--- config.mk ---
export PLATFORM = sky130hd
export DESIGN_NAME = fp16_align_front
export DESIGN_NICKNAME = d
export VERILOG_FILES = /design/src/rtl/fp16_pkg.sv /design/src/rtl/fp16_unpack.sv /design/src/rtl/fp16_align_front.sv
export SDC_FILE = /design/constraint.sdc
export NUM_CORES = 1
export LEC_CHECK = 0
export CORE_MARGIN = 3
export CORE_UTILIZATION = 52
export CTS_BUF_LIST = sky130_fd_sc_hd__clkbuf_4 sky130_fd_sc_hd__clkbuf_8
export DETAILED_ROUTE_END_ITERATION = 8
export MAX_ROUTING_LAYER = met4
export PLACE_DENSITY = 0.88
export SETUP_SLACK_MARGIN = 0.02
export SYNTH_ARGS = -nofsm -noshare
export SYNTH_HDL_FRONTEND = slang
export SYNTH_SLANG_ARGS = --single-unit
--- constraint.sdc ---
create_clock -name clk -period 2.9 [get_ports clk]
set_input_delay 0.58 -clock clk [delete_from_list [all_inputs] [get_ports clk]]
set_output_delay 0.58 -clock clk [all_outputs]
set_load 0.05 [all_outputs]
--- src/rtl/fp16_pkg.sv ---
// Shared constants and the unpacked-operand type for the FP16 adder front end.
package fp16_pkg;

  localparam int unsigned EXP_W           = 5;
  localparam int unsigned FRAC_W          = 10;
  localparam int unsigned SIG_W           = 16;
  localparam int unsigned EXP_SUBNORM_EFF = 1;
  localparam int unsigned EXP_SPECIAL     = 31;

  typedef struct packed {
    logic             sign;
    logic [EXP_W-1:0] eexp;
    logic [SIG_W-1:0] sig;
  } fp16_unpacked_t;

endpackage

--- src/rtl/fp16_unpack.sv ---
// Combinational FP16 field split: hidden bit, effective exponent, left-justified significand.
module fp16_unpack
  import fp16_pkg::*;
(
  input  logic [15:0]    i_op,
  output fp16_unpacked_t o_unp
);

  logic [EXP_W-1:0]  w_exp;
  logic [FRAC_W-1:0] w_frac;
  logic              w_hidden;

  assign w_exp    = i_op[FRAC_W +: EXP_W];
  assign w_frac   = i_op[FRAC_W-1:0];
  assign w_hidden = |w_exp;

  // Subnormals share the scale of exponent 1 but have no hidden bit.
  assign o_unp.sign = i_op[15];
  assign o_unp.eexp = w_hidden ? w_exp : EXP_W'(EXP_SUBNORM_EFF);
  assign o_unp.sig  = {w_hidden, w_frac, {(SIG_W-FRAC_W-1){1'b0}}};

endmodule

--- src/rtl/fp16_align_front.sv ---
// Two-stage FP16 unpack and magnitude-order stage feeding the alignment shifter.
// Optional FP16_ALIGN_STICKY_EN adds a sticky output for the bits the shifter discards.
module fp16_align_front
  import fp16_pkg::*;
(
  input  logic             clk,
  input  logic             rst_n,
  input  logic             in_valid,
  output logic             in_ready,
  input  logic [15:0]      op_a,
  input  logic [15:0]      op_b,
  input  logic             op_sub,
  output logic             out_valid,
  input  logic             out_ready,
  output logic [SIG_W-1:0] big_sig,
  output logic [SIG_W-1:0] small_sig,
  output logic [EXP_W-1:0] diff,
  output logic [EXP_W-1:0] exp_big,
  output logic             sign_big,
  output logic             eff_sub,
`ifdef FP16_ALIGN_STICKY_EN
  output logic             sticky,
`endif
  output logic             swapped
);

  fp16_unpacked_t w_unp_a, w_unp_b;
  fp16_unpacked_t r_s1_a, r_s1_b;
  logic           r_s1_valid, r_s1_sub;
  logic           w_s1_load, w_s2_load;

  logic             r_s2_valid;
  logic [SIG_W-1:0] r_big_sig, r_small_sig;
  logic [EXP_W-1:0] r_diff, r_exp_big;
  logic             r_sign_big, r_eff_sub, r_swapped;

  fp16_unpack u_unpack_a (
    .i_op  (op_a),
    .o_unp (w_unp_a)
  );

  fp16_unpack u_unpack_b (
    .i_op  (op_b),
    .o_unp (w_unp_b)
  );

  assign w_s2_load = !r_s2_valid | out_ready;
  assign w_s1_load = !r_s1_valid | w_s2_load;
  assign in_ready  = w_s1_load;

  always_ff @(posedge clk or negedge rst_n) begin
    if (!rst_n) begin
      r_s1_valid <= 1'b0;
      r_s1_a     <= '0;
      r_s1_b     <= '0;
      r_s1_sub   <= 1'b0;
    end else if (w_s1_load) begin
      r_s1_valid <= in_valid;
      if (in_valid) begin
        r_s1_a   <= w_unp_a;
        r_s1_b   <= w_unp_b;
        r_s1_sub <= op_sub;
      end
    end
  end

  logic             w_swap;
  fp16_unpacked_t   w_big, w_small;
  logic [EXP_W-1:0] w_diff;

  assign w_swap  = (r_s1_b.eexp > r_s1_a.eexp) |
                   ((r_s1_b.eexp == r_s1_a.eexp) & (r_s1_b.sig > r_s1_a.sig));
  assign w_big   = w_swap ? r_s1_b : r_s1_a;
  assign w_small = w_swap ? r_s1_a : r_s1_b;
  assign w_diff  = w_big.eexp - w_small.eexp;

`ifdef FP16_ALIGN_STICKY_EN
  logic [SIG_W-1:0] w_mask;
  logic             w_sticky, r_sticky;

  // Mask of the bit positions a right shift by w_diff pushes out of the shifter.
  assign w_mask   = (w_diff >= EXP_W'(SIG_W)) ? '1 : ((SIG_W'(1) << w_diff) - SIG_W'(1));
  assign w_sticky = |(w_small.sig & w_mask);
`endif

  always_ff @(posedge clk or negedge rst_n) begin
    if (!rst_n) begin
      r_s2_valid  <= 1'b0;
      r_big_sig   <= '0;
      r_small_sig <= '0;
      r_diff      <= '0;
      r_exp_big   <= '0;
      r_sign_big  <= 1'b0;
      r_eff_sub   <= 1'b0;
      r_swapped   <= 1'b0;
`ifdef FP16_ALIGN_STICKY_EN
      r_sticky    <= 1'b0;
`endif
    end else if (w_s2_load) begin
      r_s2_valid <= r_s1_valid;
      if (r_s1_valid) begin
        r_big_sig   <= w_big.sig;
        r_small_sig <= w_small.sig;
        r_diff      <= w_diff;
        r_exp_big   <= w_big.eexp;
        r_sign_big  <= w_swap ? (r_s1_b.sign ^ r_s1_sub) : r_s1_a.sign;
        r_eff_sub   <= r_s1_a.sign ^ r_s1_b.sign ^ r_s1_sub;
        r_swapped   <= w_swap;
`ifdef FP16_ALIGN_STICKY_EN
        r_sticky    <= w_sticky;
`endif
      end
    end
  end

  assign out_valid = r_s2_valid;
  assign big_sig   = r_big_sig;
  assign small_sig = r_small_sig;
  assign diff      = r_diff;
  assign exp_big   = r_exp_big;
  assign sign_big  = r_sign_big;
  assign eff_sub   = r_eff_sub;
  assign swapped   = r_swapped;
`ifdef FP16_ALIGN_STICKY_EN
  assign sticky    = r_sticky;
`endif

endmodule

==> impl_metrics.json, run 1 <==
{
  "die-area_um2": 8060,
  "floorplan.io_pins": 84,
  "yosysWarnings": 0,
  "ys_seq_elements": 72,
  "layout-drive-gt1-share_pct": 8.37,
  "drt_first_pass_iters": 5,
  "power_switching_uw": 1740,
  "cts-buffers-inserted": 9,
  "numPortBuffers": 73,
  "max_freq_mhz": 378,
  "timing.critical_path.to_type": "register",
  "vias": 2980,
  "pwr_density_cell_nw_per_um2": 854,
  "cts.clk_slew.worst_paths_ns": 0.08,
  "antenna-diode-count": 0,
  "grt_start_max_net_pins": 38,
  "global_route.overflow_total": 0,
  "place.detailed.hpwl_um": 6350,
  "use_met1_pct": 31.8,
  "fin_cells": 571,
  "internal_power_uw": 2230,
  "power.clock.fraction_pct": 17.6,
  "worstPathArrival_ns": 2.93,
  "critical-path-slowest-cell": "ha_1",
  "clk_path_buf_depth": 2,
  "drc_errors": 0,
  "p_comb_share_pct": 47.4,
  "post-cts-setup-buffers": 0,
  "post_drt_wl_per_cell_um": 14.6,
  "htree_num_levels": 3,
  "finalSetupTns_ns": 0,
  "critical_path.cell_chain": "inv_1 > ha_1 > o21ai_1 > a21oi_2 > o21ai_2 > a21oi_4 > o41a_1 > ha_1 > inv_1 > o221ai_2 > a311o_1 > nand3_1",
  "fp-row-count": 29,
  "setup-violations-final": 0,
  "power_frac_seq_pct": 35.0,
  "netlist_instances": 399,
  "synth_top_area_share_pct": 49.4,
  "rsz0062_at_grt": "no",
  "synthDistinctLibCells": 45,
  "required_ns": 3.18,
  "critical-path-max-stage-delay_ns": 0.42,
  "grt_pass1_wl_um": 14000,
  "clock_sinks": 72,
  "worstReg2RegStart": "r_s1_a[18]$_DFFE_PN0P_",
  "cell_leakage_power_uw": 0.00219,
  "groute.layer.met3.usage_pct": 2.92,
  "clock_tree_from_tritoncts": "built",
  "numPlacedInstances": 555,
  "worst_setup_path_category": "reg2reg",
  "cap_viol_max_count": 0,
  "setup.worst_path.start": "r_s1_a[18]$_DFFE_PN0P_",
  "hold_viol_final": 0,
  "peakVddDrop_v": 0.000406,
  "initial_core_util_pct": 55.6,
  "global_route.usage.total_pct": 22.2,
  "grt_antenna_before_repair": 0,
  "core_area_um2": 6570,
  "synthTopCellsByCount": "110 x nand2_1, 72 x dfrtp_1, 51 x o21ai_0",
  "synth-edff-count": 0,
  "tightestPinTransition_ns": 0.823,
  "syn_avg_cell_area_um2": 9.14,
  "fraction_of_the_cycle_the_final_worst_path_needs_pct": 91.2,
  "chipWidth_um": 89.8,
  "synth.most_common_cell": "nand2_1",
  "timing.max_slew.rel_slack_pct": 45.1,
  "synth.yosys.seq_area_share_pct": 49.4,
  "finalNetCount": 527,
  "cts-resized-gates": 0,
  "placer_congestion": 0.913,
  "async_flop_share_pct": 100,
  "crit_path_max_fanout": 8,
  "area_delta_synth_final_pct": 27.2,
  "status": "finished clean",
  "element_type_at_the_critical_path_start": "register",
  "grtUsageMet2_pct": 32.5,
  "switching_share_pct": 43.8,
  "grt-busiest-layer": "met2",
  "synth.largest_area_cell": "dfrtp_1",
  "cts_hold_buf": 0,
  "first_iter_violations": 164,
  "ys_top_cells_by_area": "dfrtp_1 49%, nand2_1 11%, o21ai_0 7.0%",
  "dominantRegCellSynth": "dfrtp_1",
  "worst_skew_late_latency_ns": 0.34,
  "fp.dieH_um": 89.8,
  "clock_tree.root_cell": "clkbuf_8",
  "skew_ns": 0.00625,
  "drt.antenna.violating_nets": 0,
  "vias_per_cell": 5.22,
  "final_max_slew_viol_count": 0,
  "hold_path.class": "in2async",
  "finalCriticalPeriod_ns": 2.64,
  "wirelength_um": 8360,
  "synth.cell_area_um2": 3650,
  "vias_in_the_first_global_route": 2825
}
[sequential cells by signal, summed over array words and instances, names as in the netlist]
name / count
sign_big: 1
small_sig: 11
big_sig: 11
r_s1_b: 17
r_s1_valid: 1
eff_sub: 1
r_s1_sub: 1
out_valid: 1
r_s1_a: 17
swapped: 1
exp_big: 5
diff: 5
[path summary, 6_finish.rpt]
check | to | slack [ns] | cells after the start
setup / recovery | diff[4]$_DFFE_PN0P_ | 0.26 | 12
hold / removal | big_sig[14]$_DFFE_PN0P_ | 0.32 | 1
setup reg to reg | diff[4]$_DFFE_PN0P_ | 0.26 | 12
hold reg to reg | diff[1]$_DFFE_PN0P_ | 0.48 | 2
max in group asynchronous | r_s1_a[17]$_DFFE_PN0P_ | 1.88 | 2
min in group clk | diff[1]$_DFFE_PN0P_ | 0.48 | 2
[metal layers]
layer  wire length, um  share of wire [%]  vias to the layer above
met2              3770                 45                      102
met4               125                1.5                        0
met1              4020                 48                     1397
li1                  -                  -                     1468
met3               445                5.3                       13
met5                 0                  0                        -
[cell usage in the layout (no fill, tap or decap), drive strengths merged, types with 2 or more instances in the layout]
cell / instances
inv: 19
clkbuf: 10
a21oi: 18
clkinv: 4
clkdlybuf4s50: 71
or4: 2
and4: 2
clkinvlp: 2
nand2: 110
and2: 2
dfrtp: 72
nand3b: 2
nor2: 19
buf: 12
o211ai: 2
a22oi: 2
ha: 17
o21ai: 55
mux2i: 18
o21a: 2
nand3: 5
xnor2: 2
conb: 10
nand2b: 4
[layout make-up]
type                            count  area, um2
Fill cell                         466       1930
Sequential cell                    72       1800
Multi-Input combinational cell    288       1650
Timing Repair Buffer               83        823
Clock buffer                       10        138
Tap cell                           93        116
Inverter                           19       71.3
Clock inverter                      6       35.0
[metrics by stage]
step	worst slack [ns]	cell area [um2]	hold slack [ns]	utilization [%]	total power (uW)
after floorplan	0.450	3680	0.284	-	2680
after global placement	0.335	4470	0.461	68.0	3250
after detailed placement	0.261	4470	0.469	68.0	3290
after CTS	0.240	4640	0.346	70.6	3990
after global routing	0.0419	4640	0.383	70.6	4180
final	0.256	4640	0.324	70.6	3960
[worst max-delay path: cells and delay by family (launching register included)]
kind                     cells  cell delay, ns
AO/OA/AOI/OAI                7            1.39
adder cells (fa/ha/maj)      2            0.60
buffers and inverters        2            0.14
flip-flops                   1            0.38
AND/OR/NAND/NOR              1            0.07
[power by group through the flow]
stage / Sequential, uW / Clock, uW / Combinational (uW)
2_1_floorplan: 1980 / 0 / 697
3_3_place_gp: 1390 / 0 / 1860
3_5_place_dp: 1410 / 0 / 1880
4_1_cts: 1390 / 712 / 1890
5_1_grt: 1420 / 753 / 2010
6_report: 1390 / 696 / 1880
[cell families (layout without fill, tap and decap cells)]
| family | Yosys count | count (layout) | share of synthesized area (%) |
|---|---|---|---|
| and+or+nand+nor | 150 | 150 | 17.6 |
| AOI/OAI and AO/OA | 89 | 89 | 14.7 |
| DFF | 72 | 72 | 49.4 |
| buffers and inverters | 48 | 118 | 6.28 |
| muxes | 19 | 19 | 5.35 |
| adders and majority gates | 17 | 17 | 5.83 |
| xor gates and xnor gates | 3 | 3 | 0.720 |
| other | 1 | 10 | 0.103 |
No activity file was read; power rests on OpenSTA's default activity.
==> inputs of run 2 (changes only) <==
--- a/config.mk
+++ b/config.mk
@@ -5,6 +5,7 @@
 export SDC_FILE = /design/constraint.sdc
 export NUM_CORES = 1
 export LEC_CHECK = 0
+export ABC_AREA = 1
 export CORE_MARGIN = 3
 export CORE_UTILIZATION = 52
 export CTS_BUF_LIST = sky130_fd_sc_hd__clkbuf_4 sky130_fd_sc_hd__clkbuf_8
==> impl_metrics.json, run 2 <==
{
  "grt-busiest-layer": "met1",
  "hold_viol_final": 0,
  "numPortBuffers": 73,
  "skew_ns": 0.0120,
  "yosysWarnings": 0,
  "status": "finished clean",
  "synthDistinctLibCells": 30,
  "dominantRegCellSynth": "dfrtp_1",
  "top_regs": "r_s1_a (17), r_s1_b (17)",
  "core_area_um2": 6570,
  "required_ns": 3.15,
  "drt.antenna.violating_nets": 0,
  "grt_start_max_net_pins": 42,
  "cell_leakage_power_uw": 0.00226,
  "drc_errors": 0,
  "setup.worst_path.start": "r_s1_a[19]$_DFFE_PN0P_",
  "peakVddDrop_v": 0.000382,
  "fp.dieH_um": 89.6,
  "setup-violations-final": 0,
  "die-area_um2": 8020,
  "worst_skew_late_latency_ns": 0.36,
  "synth.largest_area_cell": "dfrtp_1",
  "floorplan.io_pins": 84,
  "synth.cell_area_um2": 3630,
  "tightestPinTransition_ns": 0.566,
  "most_common_library_cell_in_the_layout_ignoring_fill_and_taps": "nand2_1",
  "timing.critical_path.to_type": "register",
  "synthTopCellsByCount": "127 x nand2_1, 72 x dfrtp_1, 54 x o21ai_0",
  "hold_path.class": "in2async",
  "layout-drive-gt1-share_pct": 6.74,
  "grt_antenna_before_repair": 0,
  "place.detailed.hpwl_um": 6790,
  "post_drt_wl_per_cell_um": 14.7,
  "grtUsageMet2_pct": 35.2,
  "clk_path_buf_depth": 2,
  "finalCriticalPeriod_ns": 2.55,
  "cts-resized-gates": 0,
  "vias_in_the_first_global_route": 2919,
  "ys_top_cells_by_area": "dfrtp_1 50%, nand2_1 13%, o21ai_0 7.4%",
  "pwr_density_cell_nw_per_um2": 1030,
  "clock_sinks": 72,
  "rsz0062_at_grt": "no",
  "syn_avg_cell_area_um2": 8.20,
  "drt_first_pass_iters": 5,
  "initial_core_util_pct": 55.3,
  "final_max_slew_viol_count": 0,
  "ys_seq_elements": 72,
  "global_route.usage.total_pct": 24.4,
  "cts-buffers-inserted": 9,
  "synth.yosys.seq_area_share_pct": 49.6,
  "finalSetupTns_ns": 0,
  "area_delta_synth_final_pct": 26.1,
  "chipWidth_um": 89.6,
  "element_type_at_the_critical_path_start": "register",
  "cts_hold_buf": 0,
  "worstPathArrival_ns": 2.80,
  "wirelength_um": 8980,
  "worst_hold_slack_ns": 0.201,
  "most-common-layout-cells": "127 x nand2_1, 72 x dfrtp_1, 71 x clkdlybuf4s50_1",
  "global_route.overflow_total": 0,
  "clock_tree.root_cell": "clkbuf_8",
  "fraction_of_the_cycle_the_final_worst_path_needs_pct": 87.9,
  "netlist_instances": 443,
  "max_freq_mhz": 392,
  "cts.clk_slew.worst_paths_ns": 0.08,
  "postLayoutCoreUtil_pct": 69.8,
  "timing.max_slew.rel_slack_pct": 62.2,
  "htree_num_levels": 3,
  "first_iter_violations": 177,
  "post-cts-setup-buffers": 0,
  "groute.layer.met3.usage_pct": 5.47,
  "use_met1_pct": 35.2,
  "vias": 3158,
  "worst_setup_path_category": "reg2reg",
  "async_flop_share_pct": 100,
  "clock_tree_from_tritoncts": "built",
  "antenna-diode-count": 0,
  "synth_top_area_share_pct": 49.6,
  "worstReg2RegStart": "r_s1_a[19]$_DFFE_PN0P_",
  "synth.most_common_cell": "nand2_1",
  "grt_pass1_wl_um": 14300,
  "crit_path_max_fanout": 31,
  "finalNetCount": 568,
  "fp-row-count": 29,
  "synth-edff-count": 0,
  "vias_per_cell": 5.16,
  "placer_congestion": 0.891,
  "cap_viol_max_count": 0
}
-- run 2: layer usage --
metal,share of wire (%),up-vias
met5,0,-
met4,1.2,0
met3,5.4,12
met2,44,103
met1,49,1498
li1,-,1545
-- run 2: final cells by class --
cell class | count | area (um2)
Tap cell | 93 | 116
Clock inverter | 6 | 60.1
Inverter | 46 | 173
Timing Repair Buffer | 79 | 768
Sequential cell | 72 | 1800
Fill cell | 541 | 1990
Multi-Input combinational cell | 306 | 1530
Clock buffer | 10 | 131
-- run 2: worst paths after layout --
path / to / slack, ns / cells past startpoint
max in group asynchronous: diff[0]$_DFFE_PN0P_ / 1.96 / 2
hold reg to reg: diff[1]$_DFFE_PN0P_ / 0.48 / 2
hold / removal: big_sig[8]$_DFFE_PN0P_ / 0.20 / 1
setup reg to reg: diff[4]$_DFFE_PN0P_ / 0.35 / 18
min in group clk: diff[1]$_DFFE_PN0P_ / 0.48 / 2
setup / recovery: diff[4]$_DFFE_PN0P_ / 0.35 / 18
-- run 2: power by group --
group	internal [uW]	switching (uW)	total, uW
Sequential	1320	229	1550
Combinational	776	1630	2410
Clock	402	377	779
Total	2500	2240	4730
-- run 2: kinds of logic after synthesis --
family | Yosys count | share of synthesized area (%)
and+or+nand+nor | 184 | 21.0
xor gates and xnor gates | 3 | 0.724
other | 1 | 0.103
DFF | 72 | 49.6
AOI/OAI and AO/OA | 92 | 13.5
adders and majority gates | 17 | 5.86
buffers and inverters | 74 | 9.16
-- run 2: through the flow --
stage	instances	setup slack [ns]	area, um2	total power, uW
6_report	612	0.350	4580	4730
5_1_grt	612	0.124	4580	5020
4_1_cts	612	0.353	4580	4740
3_5_place_dp	596	0.365	4390	3970
3_3_place_gp	596	0.454	4390	3930
2_1_floorplan	452	0.741	3670	3190
-- run 2: critical path, cell delays in order, from the launching register on --
cell,delay (ns)
dfrtp_1,0.39
inv_1,0.08
ha_1,0.40
nand2_1,0.10
nor2_1,0.19
o21ai_1,0.10
inv_1,0.10
nand2_4,0.08
nand2_4,0.25
nand2_4,0.08
o211ai_2,0.09
ha_1,0.17
inv_1,0.04
nand2_1,0.08
nand2_1,0.07
nand2_1,0.07
nand2_1,0.05
nand3_1,0.07
nand2_1,0.05
==> inputs of run 3 (changes only) <==
--- a/config.mk
+++ b/config.mk
@@ -7,11 +7,11 @@
 export LEC_CHECK = 0
 export ABC_AREA = 1
 export CORE_MARGIN = 3
-export CORE_UTILIZATION = 52
+export CORE_UTILIZATION = 30
 export CTS_BUF_LIST = sky130_fd_sc_hd__clkbuf_4 sky130_fd_sc_hd__clkbuf_8
 export DETAILED_ROUTE_END_ITERATION = 8
 export MAX_ROUTING_LAYER = met4
-export PLACE_DENSITY = 0.88
+export PLACE_DENSITY = 0.58
 export SETUP_SLACK_MARGIN = 0.02
 export SYNTH_ARGS = -nofsm -noshare
 export SYNTH_HDL_FRONTEND = slang
==> impl_metrics.json, run 3 (synthesis gave the netlist of run 2 again) <==
{
  "totalPowerFinal_uw": 4780,
  "vias": 3065,
  "critical-path-slowest-cell": "dfrtp_1",
  "vias_per_cell": 4.64,
  "hold_viol_final": 0,
  "die-area_um2": 13500,
  "cts-resized-gates": 0,
  "fillerInstances": 1187,
  "worst-r2r-cell-count": 18,
  "drt_first_pass_iters": 4,
  "timing.rr.end": "diff[4]$_DFFE_PN0P_",
  "area_delta_synth_final_pct": 28.2,
  "htree_num_levels": 3,
  "cts_hold_buf": 0,
  "finalCriticalPeriod_ns": 2.49,
  "internal_power_uw": 2560,
  "max_freq_mhz": 402,
  "skew_ns": 0.0131,
  "cts.clk_slew.worst_paths_ns": 0.08,
  "hold_path.class": "in2async",
  "timing.max_slew.rel_slack_pct": 39.6,
  "cts-buffers-inserted": 9,
  "global_route.usage.total_pct": 14.3,
  "top_regs": "r_s1_a (17), r_s1_b (17)",
  "floorplan.io_pins": 84,
  "chipWidth_um": 116,
  "fin_cells": 660,
  "final-seq-area_um2": 1800,
  "placer_congestion": 0.892,
  "worstReg2RegStart": "r_s1_a[19]$_DFFE_PN0P_",
  "tightestPinTransition_ns": 0.907,
  "power_switching_uw": 2220,
  "critical-path-max-stage-delay_ns": 0.38,
  "core_area_um2": 11600,
  "post_drt_wl_per_cell_um": 13.5,
  "finalSetupTns_ns": 0,
  "rsz0062_at_grt": "no",
  "power.clock.fraction_pct": 17.7,
  "pre_cts_slack_ns": 0.361,
  "timing.critical_path.to_type": "register",
  "global_route.overflow_total": 0,
  "grt_pass1_wl_um": 14500,
  "worst_skew_late_latency_ns": 0.34,
  "power_frac_seq_pct": 32.2,
  "numPortBuffers": 73,
  "place.detailed.hpwl_um": 6440,
  "worst_slack_ns": 0.413,
  "grt_start_max_net_pins": 73,
  "r2r_setup_slack_ns": 0.41,
  "fp-row-count": 39,
  "switching_share_pct": 46.4,
  "crit_path_max_fanout": 31,
  "layout-drive-gt1-share_pct": 6.38,
  "critical_path.cell_chain": "inv_1 > ha_1 > nand2_1 > nor2_1 > o21ai_1 > inv_1 > nand2_4 > nand2_4 > nand2_4 > o211ai_2 > ha_1 > inv_1 > nand2_1 > nand2_1 > nand2_1 > nand2_1 > nand3_1 > nand2_1",
  "most-common-layout-cells": "127 x nand2_1, 72 x dfrtp_1, 71 x clkdlybuf4s50_1",
  "multiInputGateArea_um2": 1530,
  "clock_tree_from_tritoncts": "built",
  "pwr_density_cell_nw_per_um2": 1030,
  "element_type_at_the_critical_path_start": "register",
  "final_max_slew_viol_count": 0,
  "worst_setup_path_category": "reg2reg",
  "grt_antenna_before_repair": 0,
  "cell_occurring_most_often_along_the_worst_timing_path": "nand2_1",
  "drc_errors": 0,
  "fraction_of_the_cycle_the_final_worst_path_needs_pct": 85.8,
  "antenna-diode-count": 0,
  "clock_tree.root_cell": "clkbuf_8",
  "setup.worst_path.start": "r_s1_a[19]$_DFFE_PN0P_",
  "peakVddDrop_v": 0.000337,
  "cell_leakage_power_uw": 0.00227,
  "required_ns": 3.14,
  "cap_viol_max_count": 0,
  "fp.dieH_um": 116,
  "clk_path_buf_depth": 2,
  "setup-violations-final": 0,
  "drt.antenna.violating_nets": 0,
  "post-cts-setup-buffers": 0,
  "status": "finished clean",
  "clock_sinks": 72,
  "worstPathArrival_ns": 2.73,
  "vias_in_the_first_global_route": 2999,
  "most_common_library_cell_in_the_layout_ignoring_fill_and_taps": "nand2_1",
  "postLayoutCoreUtil_pct": 40.1,
  "wirelength_um": 8880,
  "p_comb_share_pct": 50.1,
  "numPlacedInstances": 644,
  "first_iter_violations": 136,
  "finalNetCount": 566,
  "initial_core_util_pct": 31.3
}
-- run 3: cell types whose count changed in the layout (fill, tap and decap cells not counted) --
| cell | previous run | this run |
|---|---|---|
| buf_4 | 7 | 6 |
| clkbuf_8 | 9 | 12 |
| buf_2 | 1 | 0 |
| clkinv_4 | 0 | 1 |
| clkbuf_4 | 1 | 0 |
| clkinv_2 | 3 | 1 |
| clkinvlp_4 | 2 | 1 |
-- run 3: layout make-up --
cell class              instances  share of cell area [%]
clock buffers                  12                    3.55
clock inverters                 4                    1.10
repair buffers                 77                    16.2
inverters                      46                    3.71
well taps                     143                    3.84
multi-input cells             306                    32.9
flip-flops and latches         72                    38.7
-- run 3: critical path: cells and delay by family (launching register included) --
kind	cells	cell delay, ns
simple gates	11	1.10
fa+ha+maj	2	0.55
flops	1	0.38
buf+inv	3	0.21
compound gates	2	0.18
-- run 3: power groups by stage --
stage	registers [uW]	logic [uW]	clock network [uW]
CTS	1550	2420	865
finish	1540	2390	847
global route	1590	2600	912
detailed placement	1560	2420	0
floorplan	2370	814	0
global placement	1550	2400	0
-- run 3: routing by layer --
| layer | vias up | track usage (%) | part of all wire [%] | wire length (um) |
|---|---|---|---|---|
| met4 | 0 | 5.57 | 2.5 | 218 |
| met2 | 74 | 22.4 | 47 | 4200 |
| li1 | 1547 | - | - | - |
| met3 | 16 | 2.25 | 4.8 | 422 |
| met5 | - | - | 0 | 0 |
| met1 | 1428 | 18.5 | 46 | 4040 |
-- run 3: worst max path at each step --
stage               cells past startpoint             endpoint  slack, ns
detailed placement                     18  diff[4]$_DFFE_PN0P_       0.36
global placement                       18  diff[4]$_DFFE_PN0P_       0.45
global route                           18  diff[4]$_DFFE_PN0P_       0.08
CTS                                    18  diff[4]$_DFFE_PN0P_       0.37
floorplan                              18  diff[4]$_DFFE_PN0P_       0.74
finish                                 18  diff[4]$_DFFE_PN0P_       0.41
-- run 3: through the flow --
step | hold WS, ns | instance area (um2)
after global routing | 0.424 | 4660
after global placement | 0.471 | 4440
after floorplan | 0.284 | 3670
after CTS | 0.407 | 4660
after detailed placement | 0.470 | 4440
final | 0.354 | 4660
